File: src/rtl/cordic_arbiter.sv
// -----------------------------------------------------------------------------
// cordic_arbiter
//   Round-robin arbiter sharing one combinational CORDIC unit among NREQ
//   requesters. The winner's operands are registered onto the unit and held
//   for SETTLE cycles. This lets the unit's long combinational chain be
//   constrained as a multicycle path. The selected result pair is then
//   captured and returned on one response channel, tagged with the
//   requester index. No arithmetic is done here; values are Q4.28 when N=32.
//
// Ports
//   clk, rst_n         clock (rising edge), asynchronous active-low reset
//   req_valid/ready    per-requester handshake; at most one ready bit high
//   req_trig_rot       per-requester mode: 1 = sin/cos of angle, 0 = rotate
//   req_angle/xi/yi    flattened operands, requester k at [k*N +: N]
//   cu_*  (out)        registered operands driving the CORDIC unit
//   cu_sin/cos/xr/yr   CORDIC unit results
//   rsp_valid/ready    response handshake
//   rsp_id, rsp_mode   served requester and its mode
//   rsp_a, rsp_b       cos/sin (mode 1) or Xr/Yr (mode 0)
//   busy               high whenever the FSM is not IDLE
// -----------------------------------------------------------------------------
module cordic_arbiter #(
   parameter int N      = 32,
   parameter int NREQ   = 2,
   parameter int IDW    = 1,
   parameter int SETTLE = 2
) (
   input  logic                 clk,
   input  logic                 rst_n,
   input  logic [NREQ-1:0]      req_valid,
   output logic [NREQ-1:0]      req_ready,
   input  logic [NREQ-1:0]      req_trig_rot,
   input  logic [NREQ*N-1:0]    req_angle,
   input  logic [NREQ*N-1:0]    req_xi,
   input  logic [NREQ*N-1:0]    req_yi,
   output logic                 cu_trig_rot,
   output logic [N-1:0]         cu_angle,
   output logic [N-1:0]         cu_xi,
   output logic [N-1:0]         cu_yi,
   input  logic [N-1:0]         cu_sin,
   input  logic [N-1:0]         cu_cos,
   input  logic [N-1:0]         cu_xr,
   input  logic [N-1:0]         cu_yr,
   output logic                 rsp_valid,
   input  logic                 rsp_ready,
   output logic [IDW-1:0]       rsp_id,
   output logic                 rsp_mode,
   output logic [N-1:0]         rsp_a,
   output logic [N-1:0]         rsp_b,
   output logic                 busy
);

   localparam int CW = (SETTLE > 1) ? $clog2(SETTLE) : 1;

   typedef struct packed {
      logic         trig_rot;
      logic [N-1:0] angle;
      logic [N-1:0] xi;
      logic [N-1:0] yi;
   } op_t;

   typedef enum logic [1:0] {S_IDLE, S_SETTLE, S_RESP} state_t;

   state_t                    state, state_nxt;
   logic   [IDW-1:0]          ptr;
   logic   [IDW-1:0]          ptr_nxt;
   logic   [CW-1:0]           cnt;
   logic   [IDW-1:0]          srv_id;

   op_t    [NREQ-1:0]         lane_op;
   logic   [NREQ-1:0][IDW-1:0] lane_rank;

   logic                      gnt_any;
   logic   [IDW-1:0]          gnt_idx;
   logic   [IDW-1:0]          best_rank;
   op_t                       gnt_op;
   logic                      accept;

   // Per-requester slice: unpack operands and compute the distance from the
   // round-robin pointer. Rank 0 is the requester at ptr, rank NREQ-1 the
   // one just before it, so the lowest valid rank is the next in rotation.
   for (genvar k = 0; k < NREQ; k++) begin : g_lane
      assign lane_op[k] = {req_trig_rot[k], req_angle[k*N +: N],
                           req_xi[k*N +: N], req_yi[k*N +: N]};
      assign lane_rank[k] = (int'(ptr) > k) ? IDW'(NREQ + k - int'(ptr))
                                            : IDW'(k - int'(ptr));
   end

   always_comb begin
      gnt_any   = 1'b0;
      gnt_idx   = '0;
      best_rank = '0;
      for (int k = 0; k < NREQ; k++) begin
         if (req_valid[k] && (!gnt_any || lane_rank[k] < best_rank)) begin
            gnt_any   = 1'b1;
            gnt_idx   = IDW'(k);
            best_rank = lane_rank[k];
         end
      end
   end

   assign gnt_op  = lane_op[gnt_idx];
   assign ptr_nxt = (int'(gnt_idx) == NREQ - 1) ? '0 : gnt_idx + 1'b1;

   // Ready is gated by rst_n so nothing can look accepted while reset is low.
   always_comb begin
      req_ready = '0;
      if (rst_n && state == S_IDLE && gnt_any) req_ready[gnt_idx] = 1'b1;
   end

   assign accept = |(req_valid & req_ready);
   assign busy   = (state != S_IDLE);

   always_ff @(posedge clk or negedge rst_n) begin
      if (!rst_n) state <= S_IDLE;
      else        state <= state_nxt;
   end

   always_comb begin
      state_nxt = state;
      case (state)
         S_IDLE:   if (accept)      state_nxt = S_SETTLE;
         S_SETTLE: if (cnt == '0)   state_nxt = S_RESP;
         S_RESP:   if (rsp_ready)   state_nxt = S_IDLE;
         default:                   state_nxt = S_IDLE;
      endcase
   end

   // Operand launch, settle countdown and result capture. cu_* only change
   // on an accept, so the unit never sees un-accepted data and holds its
   // inputs through the whole settle window. rsp_id/rsp_mode are copied at
   // capture time so the response fields only move together with rsp_valid.
   always_ff @(posedge clk or negedge rst_n) begin
      if (!rst_n) begin
         ptr         <= '0;
         cnt         <= '0;
         srv_id      <= '0;
         cu_trig_rot <= 1'b0;
         cu_angle    <= '0;
         cu_xi       <= '0;
         cu_yi       <= '0;
         rsp_valid   <= 1'b0;
         rsp_id      <= '0;
         rsp_mode    <= 1'b0;
         rsp_a       <= '0;
         rsp_b       <= '0;
      end else begin
         case (state)
            S_IDLE: begin
               if (accept) begin
                  cu_trig_rot <= gnt_op.trig_rot;
                  cu_angle    <= gnt_op.angle;
                  cu_xi       <= gnt_op.xi;
                  cu_yi       <= gnt_op.yi;
                  srv_id      <= gnt_idx;
                  ptr         <= ptr_nxt;
                  cnt         <= CW'(SETTLE - 1);
               end
            end
            S_SETTLE: begin
               if (cnt == '0) begin
                  // Mux select is the registered mode, so the unused result
                  // pair (possibly undriven) never reaches the response.
                  rsp_valid <= 1'b1;
                  rsp_id    <= srv_id;
                  rsp_mode  <= cu_trig_rot;
                  rsp_a     <= cu_trig_rot ? cu_cos : cu_xr;
                  rsp_b     <= cu_trig_rot ? cu_sin : cu_yr;
               end else begin
                  cnt <= cnt - 1'b1;
               end
            end
            S_RESP: begin
               if (rsp_ready) rsp_valid <= 1'b0;
            end
            default: ;
         endcase
      end
   end

endmodule

File: config.mk
export PLATFORM = sky130hd
export DESIGN_NAME = cordic_arbiter
export DESIGN_NICKNAME = d
export VERILOG_FILES = /design/src/rtl/cordic_arbiter.sv
export SDC_FILE = /design/constraint.sdc
export NUM_CORES = 1
export LEC_CHECK = 0
export ABC_AREA = 1
export BUFFER_PORTS_ARGS = -buffer_cell sky130_fd_sc_hd__buf_2
export CAP_MARGIN = 20
export CORE_AREA = 2 2 190 192
export DETAILED_ROUTE_END_ITERATION = 10
export DIE_AREA = 0 0 192 194
export GPL_ROUTABILITY_DRIVEN = 0
export PLACE_DENSITY = 0.61
export SLEW_MARGIN = 20
export SYNTH_ARGS = -nofsm -noshare
export SYNTH_HDL_FRONTEND = slang
export SYNTH_SLANG_ARGS = --single-unit
File: constraint.sdc
create_clock -name clk -period 1.6 [get_ports clk]
set_input_delay 0.24 -clock clk [delete_from_list [all_inputs] [get_ports clk]]
set_output_delay 0.24 -clock clk [all_outputs]
set_load 0.05 [all_outputs]
=== Word level (Yosys, flattened, before mapping) ===
Index checks and enable logic that the tools add are counted.

* Magnitude comparators: 4
* Multiplexer cells: 23
* Add/sub/neg operators: 5
* Bitwise operators: 2
* Reduce and logical (&&, ||, !) cells: 16
* Eq/ne operators: 5

{| class="wikitable"
|+ Operators by type and width
! kind !! count
|-
| 97-bit two-way mux || 2
|-
| 32-bit two-way mux || 2
|-
| 1-bit two-way mux || 11
|-
| 2-bit two-way mux || 4
|-
| 2-bit inequality test, second input constant || 3
|-
| 2-bit one-hot mux with 3 select lines || 1
|-
| 2-bit AND reduction || 3
|-
| 3-bit AND reduction || 2
|-
| 2-bit nonzero test || 3
|-
| 1-bit logical AND || 4
|-
| 1-bit one-hot mux with 2 select lines || 2
|-
| 1-bit subtractor, first input constant || 3
|-
| 2-bit bitwise AND || 1
|-
| 2-bit by 1-bit == test with 1-bit output, second input constant || 1
|-
| 2-bit == test, second input constant || 1
|-
| 2-bit zero test || 1
|-
| 1-bit by 2-bit less-than comparator with 1-bit output, second input constant || 1
|-
| 2-bit OR reduction || 1
|-
| 1-bit adder, second input constant || 1
|-
| 1-bit demux with 1-bit select || 1
|-
| 1-bit >= comparator, second input constant || 1
|-
| 1-bit > comparator, second input constant || 1
|-
| 1-bit zero test || 1
|-
| 1-bit logical OR || 1
|-
| 3 further kinds || 3
|}

* Register bits: 169
* Output and inout bits: 167
* Logic and storage cells: 68
* Input port bits: 327

=== Logic depth before layout (Yosys ltp) ===
* Word-level depth: 16
* Gate-level depth with buffers: 9
* Mapped depth without buffers: 7

=== Worst setup path before layout ===
OpenSTA, ideal clock, no wires.

* Path type: reg-to-output
* From: reg state[0]
* To: out req_ready[0]
* Stages on the path, launching flop included: 7
* Path slack: -0.367 ns
* Buffers on the path: 1
* Data arrival time: 1.727 ns
* Required time: 1.360 ns
* Cell sequence: dfrtp_1 > inv_1 > nand2_1 > nor3_4 > buf_4 > nand2_1 > inv_1

* Longest elaborated chain between the ends: 4

{| class="wikitable"
|+ RTL lines
! element !! line !! text
|-
| start, declared || 64 || <nowiki>state_t state, state_nxt;</nowiki>
|-
| start signal, assigned || 116 || <nowiki>else state <= state_nxt;</nowiki>
|-
| 2-bit zero test || 108 || <nowiki>if (rst_n && state == S_IDLE && gnt_any) req_ready[gnt_idx] = 1'b1;</nowiki>
|-
| 1-bit logical AND (2 in a row) || 108 ||
|-
| 2-bit two-way mux || 108 ||
|-
| end, declared || 31 || <nowiki>output logic [NREQ-1:0] req_ready,</nowiki>
|}

Every way passes these cells.

=== Final worst setup path ===
* From: reg state[1]
* To: out req_ready[1]

The elaborated chain is that of the path after synthesis.

==> metrics.txt <==
Compound-Gate Fraction of Synth Area 5.76%; Gate Count Post-Synth approximately 1200; Critical Path Max Stage Delay around 0.39 ns; CP arrival around 1.6 ns; fin. max-slew vios 0; Initial DRT Pass Iterations 4; H-tree Lvls 4; Initial Util between 20% and 30%; yosys warns 0; min cycle time layout between 1.5 and 2 ns; relative slew slack between 30 and 40%; vias in the first global route around 9000; synthesis-to-finish area growth 51.2%; Die Area 37200 sq um; 1st-iter DRT viols 300; clock latency at the later pin of the worst-skew pair 0.44 ns; Die Y approximately 190 um; Sum Neg Setup Slack -8.14 ns; CTS tree built; Hold Slack -0.0226 ns; Max clock buf depth 2; power density over cell area approximately 2200 nW/um^2; GR Overflow Total 0; main combinational cell family by area after synthesis simple AND/OR/NAND/NOR gates; GRT Util Overall 16.7%; syn_nets between 1500 and 2000; Layout Utilization between 30% and 40%; Setup WS post-layout -0.256 ns; setup slack, reg-to-reg -0.18 ns; Die Span X 192 um; crit path max fanout 4; max frequency 539 MHz; simple-gate share of the synthesized area a little under two fifths; DR vias between 9000 and 10000; PortBufs just under 500; DP HPWL ~23 mm; nature of the critical path endpoint primary output; Post-route DRC 0; worst min path class in2async; Vias/cell between 4 and 5; total CTS buffers 17; Reg clk slew, reported paths 0.07 ns; share of post-route cells with drive strength above 1 35.4%; core area around 35000 sq um; CP Launch Type flip-flop; overall power approximately 29 mW; Post-Synth Adder-Cell Area 0%; antenna viol nets, final 0; Slew @ Worst Pin around 0.95 ns; Synth Area in XOR/XNOR 0%; share of the synthesized area in the top cell type 49.9%; register area share after synthesis between 40% and 50%; largest net degree at the start of global routing 170; status finished with violations; R2R Path End rsp_a[1]; CTS Root Cell clkbuf_16; clock sink total 169; Critical R2R Launch state[1]; static leakage between 7 and 8 nW; failing checks negative hold slack, negative setup slack; first-pass GRT wire length ~48 mm; RSZ-0062 raised after global routing true; CP top delay family simple AND/OR/NAND/NOR gates; clk_skew ~0.0091 ns; Worst IR Drop VDD 1.36 mV; post-place setup slack -0.0154 ns; Net count, final about 2000; critical path class reg2out; DR WL/cell ~16 um; Synth Area per Inst about 7.1 sq um; Yosys cell types 13; row cnt slightly below 70; Syn Std Cell Area ~8500 sq um; initial antenna violation count 2; WP data required about 1.4 ns; Slowest-stage cell, CP dfrtp_1; largest area contributor in the netlist dfrtp_1; Buf+Inv Stages, Crit Path 3; top cells by area, synth dfrtp_1, nand2_1, nand3_1; # IOs ~490; mux cell area share after synthesis 0%; Final Hold Vio Count 7; Final period util 116%; critical path cell sequence inv_2, nand2_8, nor3_4, nand2_2, clkinvlp_4, buf_12; drt total wl between 30 and 40 mm; setup violators final 68; Seq cells post-synth 169; Worst Reg-to-Reg Cells 10; max cap viols 0
## through the flow
| stage | instances | instance area [sq um] | hold slack (ns) |
|---|---|---|---|
| final | 2158 | 12800 | -0.0226 |
| after global routing | 2158 | 12800 | 0.0232 |
| after CTS | 2139 | 12400 | 0.000489 |
| after detailed placement | 2093 | 11600 | 0.444 |
| after global placement | 2093 | 11600 | 0.452 |
| after floorplan | 1188 | 8510 | -0.0556 |
## logic make-up after synthesis
group,count (synthesis)
AO/OA/AOI/OAI,65
buffers and inverters,152
flip-flops,169
AND/OR/NAND/NOR,802
## routing by layer
metal  global-route usage, %  up-vias  routed length, um
met5                       0        -                 13
met4                    7.63        2               1240
met3                    5.59       59               2960
met2                    28.0      406              16600
met1                    19.2     4318              13600
li1                        -     4673                  -
## synthesized netlist by cell type (all sizes together)
cell,number
o211ai,64
o31ai,1
nand2,698
nor3,1
nand3,100
dfrtp,169
nor2,3
clkbuf,48
buf,32
inv,72
## sequential cells by signal, indices dropped and copies added (netlist names)
name,count
cnt,1
state,2
rsp_a,32
cu_angle,32
rsp_valid,1
rsp_mode,1
srv_id,1
rsp_id,1
cu_yi,32
cu_xi,32
rsp_b,32
cu_trig_rot,1
ptr,1
## worst reg2reg max path: stages (launching register included)
cell	delay, ns
dfrtp_1	0.39
inv_2	0.12
buf_4	0.13
buf_6	0.11
nand2_2	0.07
nor2_4	0.25
clkinv_4	0.13
buf_12	0.17
clkbuf_16	0.17
nand2_1	0.07
nand2_1	0.07
## cell usage in the layout (no fill, tap or decap)
| cell | n |
|---|---|
| nand3_1 | 99 |
| dlygate4sd3_1 | 6 |
| bufinv_16 | 3 |
| inv_1 | 67 |
| buf_2 | 489 |
| clkinvlp_4 | 2 |
| inv_2 | 2 |
| buf_8 | 4 |
| nor3_4 | 1 |
| clkbuf_1 | 1 |
| dfrtp_4 | 1 |
| clkinv_4 | 5 |
| clkbuf_8 | 4 |
| buf_16 | 1 |
| nand2_4 | 2 |
| clkbuf_16 | 25 |
| dfrtp_1 | 168 |
| buf_12 | 17 |
| clkinv_2 | 4 |
| nor2_1 | 2 |
| o211ai_1 | 64 |
| nand2_2 | 6 |
| nand3_4 | 1 |
| o31ai_2 | 1 |
| nand2_1 | 689 |
| buf_4 | 24 |
| buf_6 | 6 |
| diode_2 | 1 |
| nor2_4 | 1 |
| nand2_8 | 1 |
## report_power, final
part	total (mW)	internal [mW]	switching, mW
sequential	7.46	6.32	1.14
clock	4.40	2.58	1.82
combinational	16.7	4.39	12.3
total	28.5	13.3	15.2
## worst max path at each step
stage / end / from / depth (start not counted)
6_report: req_ready[1] / state[1] / 6
5_1_grt: req_ready[1] / state[1] / 6
4_1_cts: req_ready[1] / state[0] / 6
3_5_place_dp: req_ready[0] / state[0] / 6
3_3_place_gp: req_ready[0] / state[0] / 6
2_1_floorplan: req_ready[0] / state[0] / 6
## cell type report
type | instances | area, sq um
clock buffer | 21 | 470
tap | 461 | 577
timing repair buffer | 556 | 3400
sequential | 169 | 4230
clock inverter | 11 | 145
antenna | 1 | 2.50
inverter | 72 | 283
fill | 3722 | 22400
multi-input combinational | 867 | 3710
## what timing repair did
item	4_1_cts	5_1_grt
hold buffers	6	0
cloned	0	13
hold endpoints to repair	6	0
setup buffers	8	8
gates resized for setup	5	22
pin swaps	2	2
setup endpoints to repair	3	112
Power figures use the tool's default switching activity.
